`config.mk`:
```
export PLATFORM = sky130hd
export DESIGN_NAME = hiscore_ram_arbiter
export DESIGN_NICKNAME = d
export VERILOG_FILES = /design/src/rtl/hiscore_ram_arbiter.sv
export SDC_FILE = /design/constraint.sdc
export NUM_CORES = 1
export LEC_CHECK = 0
export ABC_AREA = 1
export BUFFER_PORTS_ARGS = -buffer_cell sky130_fd_sc_hd__buf_2
export CAP_MARGIN = 20
export CORE_MARGIN = 2
export CORE_UTILIZATION = 42
export CTS_BUF_LIST = sky130_fd_sc_hd__clkbuf_8 sky130_fd_sc_hd__clkbuf_16
export DETAILED_ROUTE_END_ITERATION = 8
export GPL_TIMING_DRIVEN = 0
export MAX_ROUTING_LAYER = met4
export PLACE_DENSITY = 0.8
export SLEW_MARGIN = 20
export SYNTH_ARGS = -nofsm -noshare
export SYNTH_HDL_FRONTEND = slang
export SYNTH_SLANG_ARGS = --single-unit
```
`constraint.sdc`:
```
create_clock -name clk -period 1.7 [get_ports clk]
set_input_delay 0.255 -clock clk [delete_from_list [all_inputs] [get_ports clk]]
set_output_delay 0.255 -clock clk [all_outputs]
set_load 0.01 [all_outputs]
```
`src/rtl/hiscore_ram_arbiter.sv`:
```
// hiscore_ram_arbiter
// Shares one score-RAM port between the game CPU and the hiscore engine.
// When the engine asks for the port, the arbiter halts the CPU and waits a
// settle period before handing the port over. It holds the CPU halted for a
// matching settle period after the engine lets go. RAM read data goes back to
// the engine through a registered capture stage.
//
// Ports:
//   clk, reset        system clock, synchronous active-high reset
//   hs_pause          engine requests the port
//   hs_address/data   engine RAM address / write data
//   hs_write          engine write strobe
//   hs_dout           registered RAM read data to the engine
//   cpu_address/data  CPU RAM address / write data
//   cpu_write         CPU write strobe
//   cpu_pause         halt request to the CPU
//   ram_address/data  muxed RAM address / write data
//   ram_write         muxed RAM write strobe
//   ram_q             RAM read data (1-cycle read latency)
//   owner             1 = hiscore engine owns the port
//   hs_write_dropped  sticky: hs_write seen while the engine did not own the port
module hiscore_ram_arbiter #(
    parameter int ADDRESSWIDTH  = 10,
    parameter int SETTLE_CYCLES = 4
) (
    input  logic                    clk,
    input  logic                    reset,
    input  logic                    hs_pause,
    input  logic [ADDRESSWIDTH-1:0] hs_address,
    input  logic [7:0]              hs_data,
    input  logic                    hs_write,
    output logic [7:0]              hs_dout,
    input  logic [ADDRESSWIDTH-1:0] cpu_address,
    input  logic [7:0]              cpu_data,
    input  logic                    cpu_write,
    output logic                    cpu_pause,
    output logic [ADDRESSWIDTH-1:0] ram_address,
    output logic [7:0]              ram_data,
    output logic                    ram_write,
    input  logic [7:0]              ram_q,
    output logic                    owner,
    output logic                    hs_write_dropped
);

    typedef enum logic [1:0] {
        IDLE    = 2'd0,
        HALT    = 2'd1,
        HS      = 2'd2,
        RELEASE = 2'd3
    } state_t;

    localparam logic [7:0] SETTLE_LOAD = 8'(SETTLE_CYCLES - 1);

    state_t     state;
    logic [7:0] counter;

    // Port mux follows the registered owner. CPU writes are blocked while
    // the CPU is being halted or released.
    always_comb begin
        ram_address = cpu_address;
        ram_data    = cpu_data;
        ram_write   = 1'b0;
        if (owner) begin
            ram_address = hs_address;
            ram_data    = hs_data;
            ram_write   = hs_write;
        end else if (state == IDLE) begin
            ram_write   = cpu_write;
        end
    end

    always_ff @(posedge clk) begin
        if (reset) begin
            state            <= IDLE;
            owner            <= 1'b0;
            cpu_pause        <= 1'b0;
            hs_dout          <= '0;
            counter          <= '0;
            hs_write_dropped <= 1'b0;
        end else begin
            if (hs_write && !owner)
                hs_write_dropped <= 1'b1;

            case (state)
                IDLE: begin
                    if (hs_pause) begin
                        state     <= HALT;
                        cpu_pause <= 1'b1;
                        counter   <= SETTLE_LOAD;
                    end
                end
                HALT: begin
                    if (!hs_pause) begin
                        state     <= IDLE;
                        cpu_pause <= 1'b0;
                    end else if (counter == 8'd0) begin
                        state <= HS;
                        owner <= 1'b1;
                    end else begin
                        counter <= counter - 8'd1;
                    end
                end
                HS: begin
                    hs_dout <= ram_q;
                    if (!hs_pause) begin
                        state   <= RELEASE;
                        owner   <= 1'b0;
                        counter <= SETTLE_LOAD;
                    end
                end
                RELEASE: begin
                    // The CPU is still halted, so a new request can take the
                    // port straight back without another settle period.
                    if (hs_pause) begin
                        state <= HS;
                        owner <= 1'b1;
                    end else if (counter == 8'd0) begin
                        state     <= IDLE;
                        cpu_pause <= 1'b0;
                    end else begin
                        counter <= counter - 8'd1;
                    end
                end
                default: begin
                    state <= IDLE;
                end
            endcase
        end
    end

endmodule

```
Word level (Yosys, flattened, before mapping)
Cells that the tools add are included.
{ "word_totals": {"regBits": 21, "latch_bits": 0, "ram_bits": 0, "rom_bits": 0, "inputBits": 49, "out_inout_bits": 30, "elab_cells": 55, "memories": 0} }
{ "op_classes": {"addsub": 1, "mul": 0, "n_div": 0, "order_cmp": 0, "n_eq_ne": 13, "n_shift": 0, "mux": 25, "bitwise_logic": 0, "reduce_logical": 10} }
{ "ops": {"columns": ["op", "n"], "rows": [
  ["$mux 8", 6],
  ["$pmux 8 s4", 1],
  ["$ne 2x2->1 const B", 8],
  ["$mux 2", 6],
  ["$mux 10", 1],
  ["$reduce_and 5->1", 2],
  ["$logic_not 8->1", 1],
  ["$mux 1", 8],
  ["$pmux 2 s4", 1],
  ["$reduce_and 4->1", 2],
  ["$sub 8x1->8 const B", 1],
  ["$ne 3x3->1 const B", 2],
  ["$pmux 1 s3", 2],
  ["$reduce_bool 3->1", 2],
  ["$eq 2x2->1 const B", 2],
  ["$eq 2x1->1 const B", 1],
  ["$logic_not 2->1", 1],
  ["$logic_and 1x1->1", 1],
  ["$logic_not 1->1", 1]
]} }

Logic depth before layout (Yosys ltp)
{ "logic_depth": {"depth_word": 4, "depth_mapped": 10, "mapped_depth_nobuf": 10} }

Least setup slack after synthesis
OpenSTA, ideal clock, no wires.
{ "synth_timing": {"kind": "register -> output", "startpoint": "register owner", "endpoint": "output port ram_address[6]", "arrival_time_ns": 1.018, "required_ns": 1.445, "setup_slack_ns": 0.427, "path_stages_with_launch": 5, "path_buffers": 2, "path_cell_list": "dfxtp_1 -> buf_2 -> buf_1 -> nand2_1 -> nand2_1"} }
{ "synth_via": {"elab_chain_len": 1} }
{ "synth_rtl": {"columns": ["element", "line_no", "rtl"], "rows": [
  ["start: declaration", "41", "output logic owner,"],
  ["start signal: assignment", "75", "owner <= 1'b0;"],
  ["start signal: assignment", "98", "owner <= 1'b1;"],
  ["start signal: assignment", "107", "owner <= 1'b0;"],
  ["$mux 10", "63", "if (owner) begin"],
  ["end: declaration", "37", "output logic [ADDRESSWIDTH-1:0] ram_address,"]
]} }
Every way passes these cells.

Final worst setup path
{ "layout_timing": {"startpoint": "register owner", "endpoint": "output port ram_data[2]"} }
{ "layout_via": {"elab_chain_len": 1} }
{ "layout_rtl": {"columns": ["element", "line_no", "rtl"], "rows": [
  ["$mux 8", "63", null],
  ["end: declaration", "38", "output logic [7:0] ram_data,"]
]} }
Every way passes these cells.

==> flow_metrics.py <==
metrics = {
    "outcome": {
        "status": "completed",
    },
    "cts": {
        "cts-root-buf": "clkbuf_8",
        "cts_setup_buffers": 0,
        "cts_buffer_depth": 2,
        "postCtsHoldBufs": 0,
        "insertion_delay_ns": 0.26,
        "htreeDepth": 1,
        "clkTransAtPathRegs_ns": 0.07,
        "tritoncts": "yes",
        "cts_buffers": 3,
        "clock-sinks": 21,
    },
    "worst_setup_path": {
        "critPathCapture": "ram_data[2]",
        "required_ns": 1.44,
        "r2r_cells": 10,
        "critPathLaunch": "owner",
        "reg2reg_from": "counter[0]",
        "arrival_ns": 1.30,
        "r2r_slack_ns": 0.33,
        "crit_fanout": 10,
        "rr_endpoint": "counter[3]",
        "critPathLaunchType": "flop",
        "crit_path_end_kind": "output port",
        "path_class": "reg -> out",
    },
    "yosys": {
        "synth_warnings": 0,
        "ys_seq_area_share_pct": 34.4,
        "synth-main-ff-cell": "dfxtp_1",
        "synth_top_cell_by_area": "dfxtp_1",
        "synth_top_area_share_pct": 34.4,
        "synthTopCellsByArea": "dfxtp_1 (34%), nand2_1 (26%), nor2_1 (8.6%)",
        "synth_cell_types": 22,
        "synth_area_um2": 1220,
        "synth_edf_count": 0,
        "synth_nets": 256,
        "syn_avg_cell_area_um2": 5.96,
        "syn-instance-count": 205,
        "ys_ff_latch": 21,
        "synth-async-reset-ratio_pct": 0,
    },
    "floorplanning": {
        "dieHeight_um": 57.9,
        "fp-row-count": 19,
        "start_util_pct": 44.3,
        "core_area_um2": 2760,
        "pin_count": 79,
        "die_w_um": 57.9,
        "dieArea_um2": 3350,
    },
    "global_route": {
        "grt_pass1_wl_um": 5260,
        "antenna_found_initial": 0,
        "grt_pass1_vias": 1252,
        "grt_overflow": 0,
        "grt_usage_pct": 20.2,
        "grt_max_degree": 20,
    },
    "route": {
        "dr.pass1.iters": 4,
        "drt_iter0_drc": 31,
        "antenna_left": 0,
        "drc": 0,
        "drt-total-wl_um": 3140,
        "vias": 1489,
        "vias_per_cell": 4.70,
        "wl_per_cell_um": 9.90,
    },
    "power_and_ir_drop": {
        "leakage_uw": 0.00101,
        "p_int_uw": 917,
        "peakVddDrop_v": 0.000625,
        "clkPwrFrac_pct": 22.4,
        "power_switching_uw": 495,
        "pwr-share-seq_pct": 40.5,
        "p_per_area_nw_per_um2": 834,
        "p_sw_share_pct": 35.0,
        "p_total_uw": 1410,
        "pwr-share-comb_pct": 37.1,
    },
    "placed_design": {
        "hpwl_um": 2480,
        "dp_cells": 314,
        "numPortBuffers": 78,
        "place_congestion": 0.806,
        "place_area_um2": 1650,
    },
    "sta": {
        "clock_skew_ns": 0.000928,
        "tightest_slew_ns": 0.388,
        "setup_viol": 0,
        "min_period_ns": 1.55,
        "slew_headroom_pct": 74.1,
        "finalCritPeriodShare_pct": 91.4,
        "clock.fmax_mhz": 644,
        "rsz0062_at_grt": "no",
        "setup_tns_ns": 0,
        "hold_viol": 0,
        "slew_violations": 0,
    },
    "layout": {
        "final_layout_size_suffix_gt1_share_pct": 33.6,
        "area_delta_synth_final_pct": 38.6,
        "diodes": 0,
        "fin_area_um2": 1690,
        "final_nets": 338,
        "finish.utilization_pct": 61.4,
        "stdcell_count": 317,
    },
    "min_path": {
        "hp-class": "in -> reg",
    },
    "run": {
        "max_cap_violations": 0,
    },
}
critical path, cell delays in order (launching register included):
cell      delay, ns
dfxtp_1        0.32
inv_1          0.09
clkbuf_1       0.33
nand2_1        0.10
nand2_1        0.07
buf_2          0.12
metal layers:
layer	vias to the layer above	wire (µm)	track usage, %
met4	0	38	5.98
met2	58	1440	34.1
met5	-	0	-
li1	794	-	-
met3	5	241	2.68
met1	632	1420	25.1
synthesized netlist by cell type, types with 2 or more instances:
cell and number:
nand2_2 3, inv_1 16, nand2_1 84, nor2_2 3
buf_2 2, nand3_1 8, clkbuf_1 3, inv_2 3
nor2_1 28, ha_1 2, dfxtp_1 21, o21ai_2 2
o21ai_0 13, a21oi_1 9
area by class of cell:
type / count / area (µm²)
Clock buffer: 3 / 41.3
Multi-Input combinational cell: 158 / 693
Sequential cell: 21 / 420
Inverter: 19 / 71.3
Fill cell: 278 / 1060
Clock inverter: 1 / 3.75
Tap cell: 31 / 38.8
Buffer: 6 / 33.8
Timing Repair Buffer: 78 / 390
power groups by stage:
| stage | clock network, µW | registers (µW) | logic (µW) |
|---|---|---|---|
| 2_1_floorplan | 0 | 588 | 334 |
| 3_3_place_gp | 0 | 581 | 513 |
| 3_5_place_dp | 0 | 582 | 524 |
| 4_1_cts | 326 | 571 | 526 |
| 5_1_grt | 353 | 579 | 606 |
| 6_report | 317 | 571 | 524 |
per-stage QoR:
stage | worst slack, ns | hold slack (ns)
5_1_grt | 0.00582 | 0.196
4_1_cts | 0.126 | 0.204
2_1_floorplan | 0.427 | 0.324
6_report | 0.146 | 0.201
3_3_place_gp | 0.276 | 0.412
3_5_place_dp | 0.286 | 0.415
cell families (layout without fill, tap and decap cells):
logic type | Yosys count | in the layout | share of synthesized area [%]
fa+ha+maj | 2 | 2 | 2.05
buf+inv | 26 | 107 | 8.81
simple gates | 129 | 129 | 42.3
xor+xnor | 1 | 1 | 0.717
compound gates | 26 | 26 | 11.7
flops | 21 | 21 | 34.4
cells in the final DEF, fill, tap and decap left out:
cell type	synthesis	layout
nor2_1	28	28
inv_2	3	3
buf_6	1	1
nor2_2	3	3
clkbuf_1	3	2
xor2_1	1	1
and2_1	1	1
or2_0	1	1
buf_2	2	80
o21ai_0	13	13
ha_1	2	2
inv_1	16	17
dfxtp_1	21	21
o211a_1	1	1
clkbuf_2	0	1
o21ai_1	1	1
o21ai_2	2	2
a21oi_1	9	9
nand2_2	3	3
nand2_1	84	84
nand3_1	8	8
nand4_1	1	1
clkbuf_8	0	3
timing repair:
action / in CTS / in global routing
setup endpoints to repair: 1 / 1
pin swaps: 0 / 0
gates resized for setup: 0 / 2
sequential cells by signal, indices dropped and copies added (netlist names), named ones only:
signal / flops
counter: 8
hs_dout: 8
cpu_pause: 1
hs_write_dropped: 1
owner: 1
state: 1
worst min-delay path by stage:
stage,startpoint,to,slack (ns),depth (start not counted)
floorplan,reset,cpu_pause,0.32,1
CTS,reset,state[0],0.20,2
global route,reset,cpu_pause,0.20,2
finish,reset,state[0],0.20,2
global placement,counter[0],counter[0],0.41,1
detailed placement,counter[0],counter[0],0.41,1
Note: power is estimated with default switching activity, not from simulation.
